`src/rtl/prince_sbox_inv_ctrl.sv`:
```
// Streams a three-share PRINCE state through a pipelined masked inverse S-box,
// one nibble per cycle, and reassembles the returned shares into the result state.
module prince_sbox_inv_ctrl #(
    parameter int LAT  = 4,
    parameter int NNIB = 16
) (
    input  logic        clk,
    input  logic        rst,
    input  logic        start_valid,
    output logic        start_ready,
    input  logic [63:0] sh1_in,
    input  logic [63:0] sh2_in,
    input  logic [63:0] sh3_in,
    input  logic        rnd_valid,
    output logic        rnd_ready,
    input  logic [42:0] rnd,
    output logic [3:0]  sbox_in1,
    output logic [3:0]  sbox_in2,
    output logic [3:0]  sbox_in3,
    output logic [42:0] sbox_r,
    output logic [3:0]  sbox_klmn_in1,
    output logic [5:0]  sbox_klmn_in2,
    input  logic [5:0]  sbox_klmn_out1,
    input  logic [3:0]  sbox_out1,
    input  logic [3:0]  sbox_out2,
    input  logic [3:0]  sbox_out3,
    output logic        out_valid,
    input  logic        out_ready,
    output logic [63:0] sh1_out,
    output logic [63:0] sh2_out,
    output logic [63:0] sh3_out,
    output logic        busy
);
    localparam int IW = (NNIB > 1) ? $clog2(NNIB) : 1;

    typedef enum logic [1:0] {IDLE, ISSUE, DRAIN, DONE} state_t;
    state_t state, state_nxt;

    logic [63:0]          sh1_q, sh2_q, sh3_q;
    logic [63:0]          res1, res2, res3;
    logic [4:0]           issue_cnt, col_cnt;
    logic [5:0]           klmn_fb;
    logic [LAT:1]         tag_v;
    logic [LAT:1][IW-1:0] tag_idx;

    logic          start_acc, issue, collect, last_issue, col_done;
    logic [IW+1:0] issue_bit, col_bit;

    assign start_acc  = (state == IDLE) && start_valid;
    assign issue      = (state == ISSUE) && rnd_valid && (issue_cnt != 5'(NNIB));
    assign collect    = tag_v[LAT];
    assign last_issue = issue && (issue_cnt == 5'(NNIB - 1));
    // Looks one collect ahead so DONE is entered the cycle after the count lands.
    assign col_done   = (col_cnt == 5'(NNIB)) || (collect && (col_cnt == 5'(NNIB - 1)));
    assign issue_bit  = {issue_cnt[IW-1:0], 2'b00};
    assign col_bit    = {tag_idx[LAT], 2'b00};

    always_ff @(posedge clk or posedge rst) begin
        if (rst) state <= IDLE;
        else     state <= state_nxt;
    end

    always_comb begin
        state_nxt = state;
        case (state)
            IDLE:    if (start_valid) state_nxt = ISSUE;
            ISSUE:   if (last_issue)  state_nxt = DRAIN;
            DRAIN:   if (col_done)    state_nxt = DONE;
            DONE:    if (out_ready)   state_nxt = IDLE;
            default: state_nxt = IDLE;
        endcase
    end

    always_comb begin
        start_ready = (state == IDLE);
        rnd_ready   = (state == ISSUE);
        out_valid   = (state == DONE);
        busy        = (state != IDLE);
        sbox_in1    = '0;
        sbox_in2    = '0;
        sbox_in3    = '0;
        sbox_r      = '0;
        if (issue) begin
            sbox_in1 = sh1_q[issue_bit +: 4];
            sbox_in2 = sh2_q[issue_bit +: 4];
            sbox_in3 = sh3_q[issue_bit +: 4];
            sbox_r   = rnd;
        end
    end

    assign sbox_klmn_in1 = klmn_fb[3:0];
    assign sbox_klmn_in2 = klmn_fb;
    assign sh1_out       = res1;
    assign sh2_out       = res2;
    assign sh3_out       = res3;

    // The tag pipe never stalls: bubbles travel through it as invalid slots.
    always_ff @(posedge clk or posedge rst) begin
        if (rst) begin
            sh1_q     <= '0;
            sh2_q     <= '0;
            sh3_q     <= '0;
            res1      <= '0;
            res2      <= '0;
            res3      <= '0;
            issue_cnt <= '0;
            col_cnt   <= '0;
            klmn_fb   <= '0;
            tag_v     <= '0;
            tag_idx   <= '0;
        end else begin
            tag_v[1]   <= issue;
            tag_idx[1] <= issue_cnt[IW-1:0];
            for (int k = 2; k <= LAT; k++) begin
                tag_v[k]   <= tag_v[k-1];
                tag_idx[k] <= tag_idx[k-1];
            end
            if (start_acc) begin
                sh1_q     <= sh1_in;
                sh2_q     <= sh2_in;
                sh3_q     <= sh3_in;
                issue_cnt <= '0;
                col_cnt   <= '0;
                klmn_fb   <= '0;
            end else begin
                if (issue) issue_cnt <= issue_cnt + 5'd1;
                if (collect && (col_cnt != 5'(NNIB))) col_cnt <= col_cnt + 5'd1;
                if (tag_v[1]) klmn_fb <= sbox_klmn_out1;
            end
            if (collect) begin
                res1[col_bit +: 4] <= sbox_out1;
                res2[col_bit +: 4] <= sbox_out2;
                res3[col_bit +: 4] <= sbox_out3;
            end
        end
    end
endmodule

```
`config.mk`:
```
export PLATFORM = sky130hd
export DESIGN_NAME = prince_sbox_inv_ctrl
export DESIGN_NICKNAME = d
export VERILOG_FILES = /design/src/rtl/prince_sbox_inv_ctrl.sv
export SDC_FILE = /design/constraint.sdc
export NUM_CORES = 1
export LEC_CHECK = 0
export CAP_MARGIN = 20
export CORE_MARGIN = 8
export CORE_UTILIZATION = 50
export DETAILED_ROUTE_END_ITERATION = 6
export PLACE_DENSITY = 0.9
export SLEW_MARGIN = 20
export SYNTH_ARGS = -nofsm -noshare
export SYNTH_HDL_FRONTEND = slang
export SYNTH_SLANG_ARGS = --single-unit
```
`constraint.sdc`:
```
create_clock -name clk -period 25.4 [get_ports clk]
set_clock_uncertainty 0.2 [all_clocks]
set_input_delay 2.54 -clock clk [delete_from_list [all_inputs] [get_ports clk]]
set_output_delay 2.54 -clock clk [all_outputs]
set_load 0.01 [all_outputs]
```
==> flow_summary.toml <==
[status]
status = "finished, final reports clean"

[drt]
drtPass1Iterations = 5
vias = 12300
wl_um = 57600
ant_nets = 0
first_iter_violations = 728
drc = 0
vias_per_cell = 5.63
routedWlPerCell_um = 26.4

[global_routing]
grt_pass1_vias = 13200
grt_pass1_wl_um = 83900
grt-ovfl-total = 0
grt_usage = 0.262
grt_max_degree = 142
antenna_found_initial = 10

[timing]
tightest_slew_ns = 1.11
rsz0062_at_grt = "no"
setup_viol = 0
min_period_over_period = 0.300
finalHoldViolCount = 0
min_period_ns = 7.62
whs_ns = 0.145
maxClockFrequency_mhz = 131
finalMaxSlewViolations = 0
setup-tns-final_ns = 0
timing.slew.headroom = 0.259

[clock_network]
cts_tree = "yes"
htreeDepth = 2
clock_sinks = 422
hold_buffers = 0
cts-resized-gates = 0
cts.reportedPaths.clkPinSlew_ns = 0.05
insertion_delay_ns = 0.54
cts_buffer_depth = 3
numCtsBuffers = 45
cts_root_buf = "clkbuf_16"
post-cts-setup-buffers = 0

[place]
hpwlAfterDp_um = 42200
gp_congestion = 0.933
portBuffers = 518

[power_and_ir_drop]
p_leak_nw = 10.7
ir_drop_uv = 79.9
power_density_nw_per_um2 = 115

[setup_path]
crit_type = "in2out"
critPathMaxFanout = 37
cp-start-kind = "primary input"
rrSetupSlack_ns = 21.63
end_kind = "output pin"
arrival_ns = 4.88
worst_ep_required_time_ns = 22.66

[job]
maxCapViolCount = 0

[synthesis]
syn_inst = 1188
ys_warn_count = 0
ys_ff_latch = 422
synth_area_sq_um = 18100
synth-seq-area-share = 0.584
ys_types = 47
synth_nets = 1459
avgSynthCellArea_sq_um = 15.2

[die]
rows = 69
start_util = 0.508
core_area_sq_um = 35600
fp.dieH_um = 206
die_area_sq_um = 42500
die_w_um = 206
io_pins = 519

[finish]
layout-drive-gt1-share = 0.318
final_nets = 1951
fill_cells = 2273
final_util = 0.704
area_growth_pct = 38.4

[hold_path]
min_path_type = "reg2reg"
## per-stage QoR
step,worst slack (ns),total power [mW],instance area (sq um),std cells
after floorplan,10.91,1.72,18100,1188
after global routing,17.62,3.02,25000,2175
after detailed placement,17.51,2.25,23500,2093
after global placement,17.84,2.19,23500,2093
final,17.78,2.89,25000,2179
after CTS,17.50,2.90,25000,2171
## routing by layer
layer | track usage | vias to the layer above | routed length (um)
met4 | 0.102 | 6 | 2220
met2 | 0.430 | 563 | 28200
li1 | - | 5251 | -
met1 | 0.325 | 6335 | 21700
met3 | 0.0773 | 116 | 5410
met5 | 0 | - | 46
## flip-flops by register name, indices dropped and copies added, names as in the netlist, 4 cells and up
name and flops:
col_bit 4, issue_cnt 5, tag_v 4, sh2_out 64, col_cnt 5, sbox_klmn_in2 6, sh2_q 64, sh1_out 64
sh3_out 64, tag_idx 12, sh1_q 64, sh3_q 64
## synthesized netlist by cell type, drive strengths merged
| library cell | number | area [sq um] |
|---|---|---|
| a41oi | 1 | 8.76 |
| a211o | 1 | 10.0 |
| o221a | 1 | 11.3 |
| xnor2 | 4 | 35.0 |
| a21oi | 16 | 87.6 |
| mux4 | 48 | 1080 |
| nor2b | 1 | 6.26 |
| nand2 | 9 | 33.8 |
| dfrtp | 422 | 10600 |
| inv | 15 | 56.3 |
| a21o | 1 | 15.0 |
| xor2 | 2 | 17.5 |
| nand4bb | 1 | 11.3 |
| buf | 56 | 300 |
| o21ai | 16 | 80.1 |
| a31oi | 1 | 6.26 |
| and2 | 52 | 325 |
| ha | 13 | 163 |
| or3 | 1 | 6.26 |
| nand2b | 5 | 31.3 |
| and2b | 1 | 8.76 |
| or3b | 1 | 8.76 |
| and3b | 1 | 8.76 |
| a311oi | 1 | 8.76 |
| o211ai | 1 | 7.51 |
| nor3b | 2 | 15.0 |
| o311ai | 1 | 8.76 |
| nor2 | 27 | 101 |
| or2 | 1 | 6.26 |
| mux2 | 397 | 4510 |
| nand4 | 4 | 25.0 |
| nor3 | 2 | 10.0 |
| and4bb | 1 | 12.5 |
| and3 | 24 | 153 |
| nand3 | 7 | 35.0 |
| mux2i | 20 | 200 |
| a211oi | 1 | 7.51 |
| clkbuf | 30 | 113 |
## layout by cell type, fill, tap and decap left out, drive strengths merged, types with 7 or more instances in the layout
| cell | count |
|---|---|
| dfrtp | 422 |
| and3 | 24 |
| nand2 | 9 |
| and2 | 52 |
| ha | 13 |
| buf | 13 |
| diode | 7 |
| mux4 | 48 |
| o21ai | 16 |
| nand3 | 7 |
| mux2i | 20 |
| clkdlybuf4s50 | 518 |
| a21oi | 16 |
| mux2 | 397 |
| clkbuf | 62 |
| nor2 | 27 |
| inv | 17 |
| clkinv | 9 |
## power by group
group | internal (mW) | total (mW) | switching [mW]
clock network | 0.373 | 0.637 | 0.264
registers | 0.953 | 1.16 | 0.206
logic | 0.649 | 1.09 | 0.445
total | 1.98 | 2.89 | 0.914
## worst max-delay path, stage by stage
cell             delay, ns
clkdlybuf4s50_1       0.45
nand2_1               0.11
nor2_4                0.63
buf_16                0.24
o21ai_0               0.13
a21oi_1               0.18
clkdlybuf4s50_1       0.57
## worst paths after layout
check / start / cells past startpoint / to
min in group asynchronous: rst / 2 / sh3_q[11]$_DFFE_PP0P_
setup reg to reg: col_bit[2]$_DFF_PP0_ / 7 / sh3_out[26]$_DFFE_PP0P_
hold reg to reg: tag_idx[8]$_DFF_PP0_ / 0 / col_bit[2]$_DFF_PP0_
hold / removal: tag_idx[8]$_DFF_PP0_ / 0 / col_bit[2]$_DFF_PP0_
max in group asynchronous: rst / 4 / sh2_out[45]$_DFFE_PP0P_
setup / recovery: rnd_valid / 7 / sbox_in2[2]
## area by class of cell
type	instances	area (sq um)	share of cell area
Inverter	15	63.8	0.00255
Multi-Input combinational cell	665	7070	0.282
Antenna cell	7	17.5	0.000700
Clock inverter	16	148	0.00590
Timing Repair Buffer	531	5310	0.212
Tap cell	461	577	0.0230
Sequential cell	422	10600	0.422
Clock buffer	62	1280	0.0512
## cell families after synthesis
kind of cell	count (synthesis)	share of synthesized area
xor gates and xnor gates	6	0.00291
and+or+nand+nor	140	0.0441
AOI/OAI and AO/OA	41	0.0139
DFF	422	0.584
buffers and inverters	101	0.0259
adders and majority gates	13	0.00899
muxes	465	0.320
Note: power is estimated with default switching activity, not from simulation.
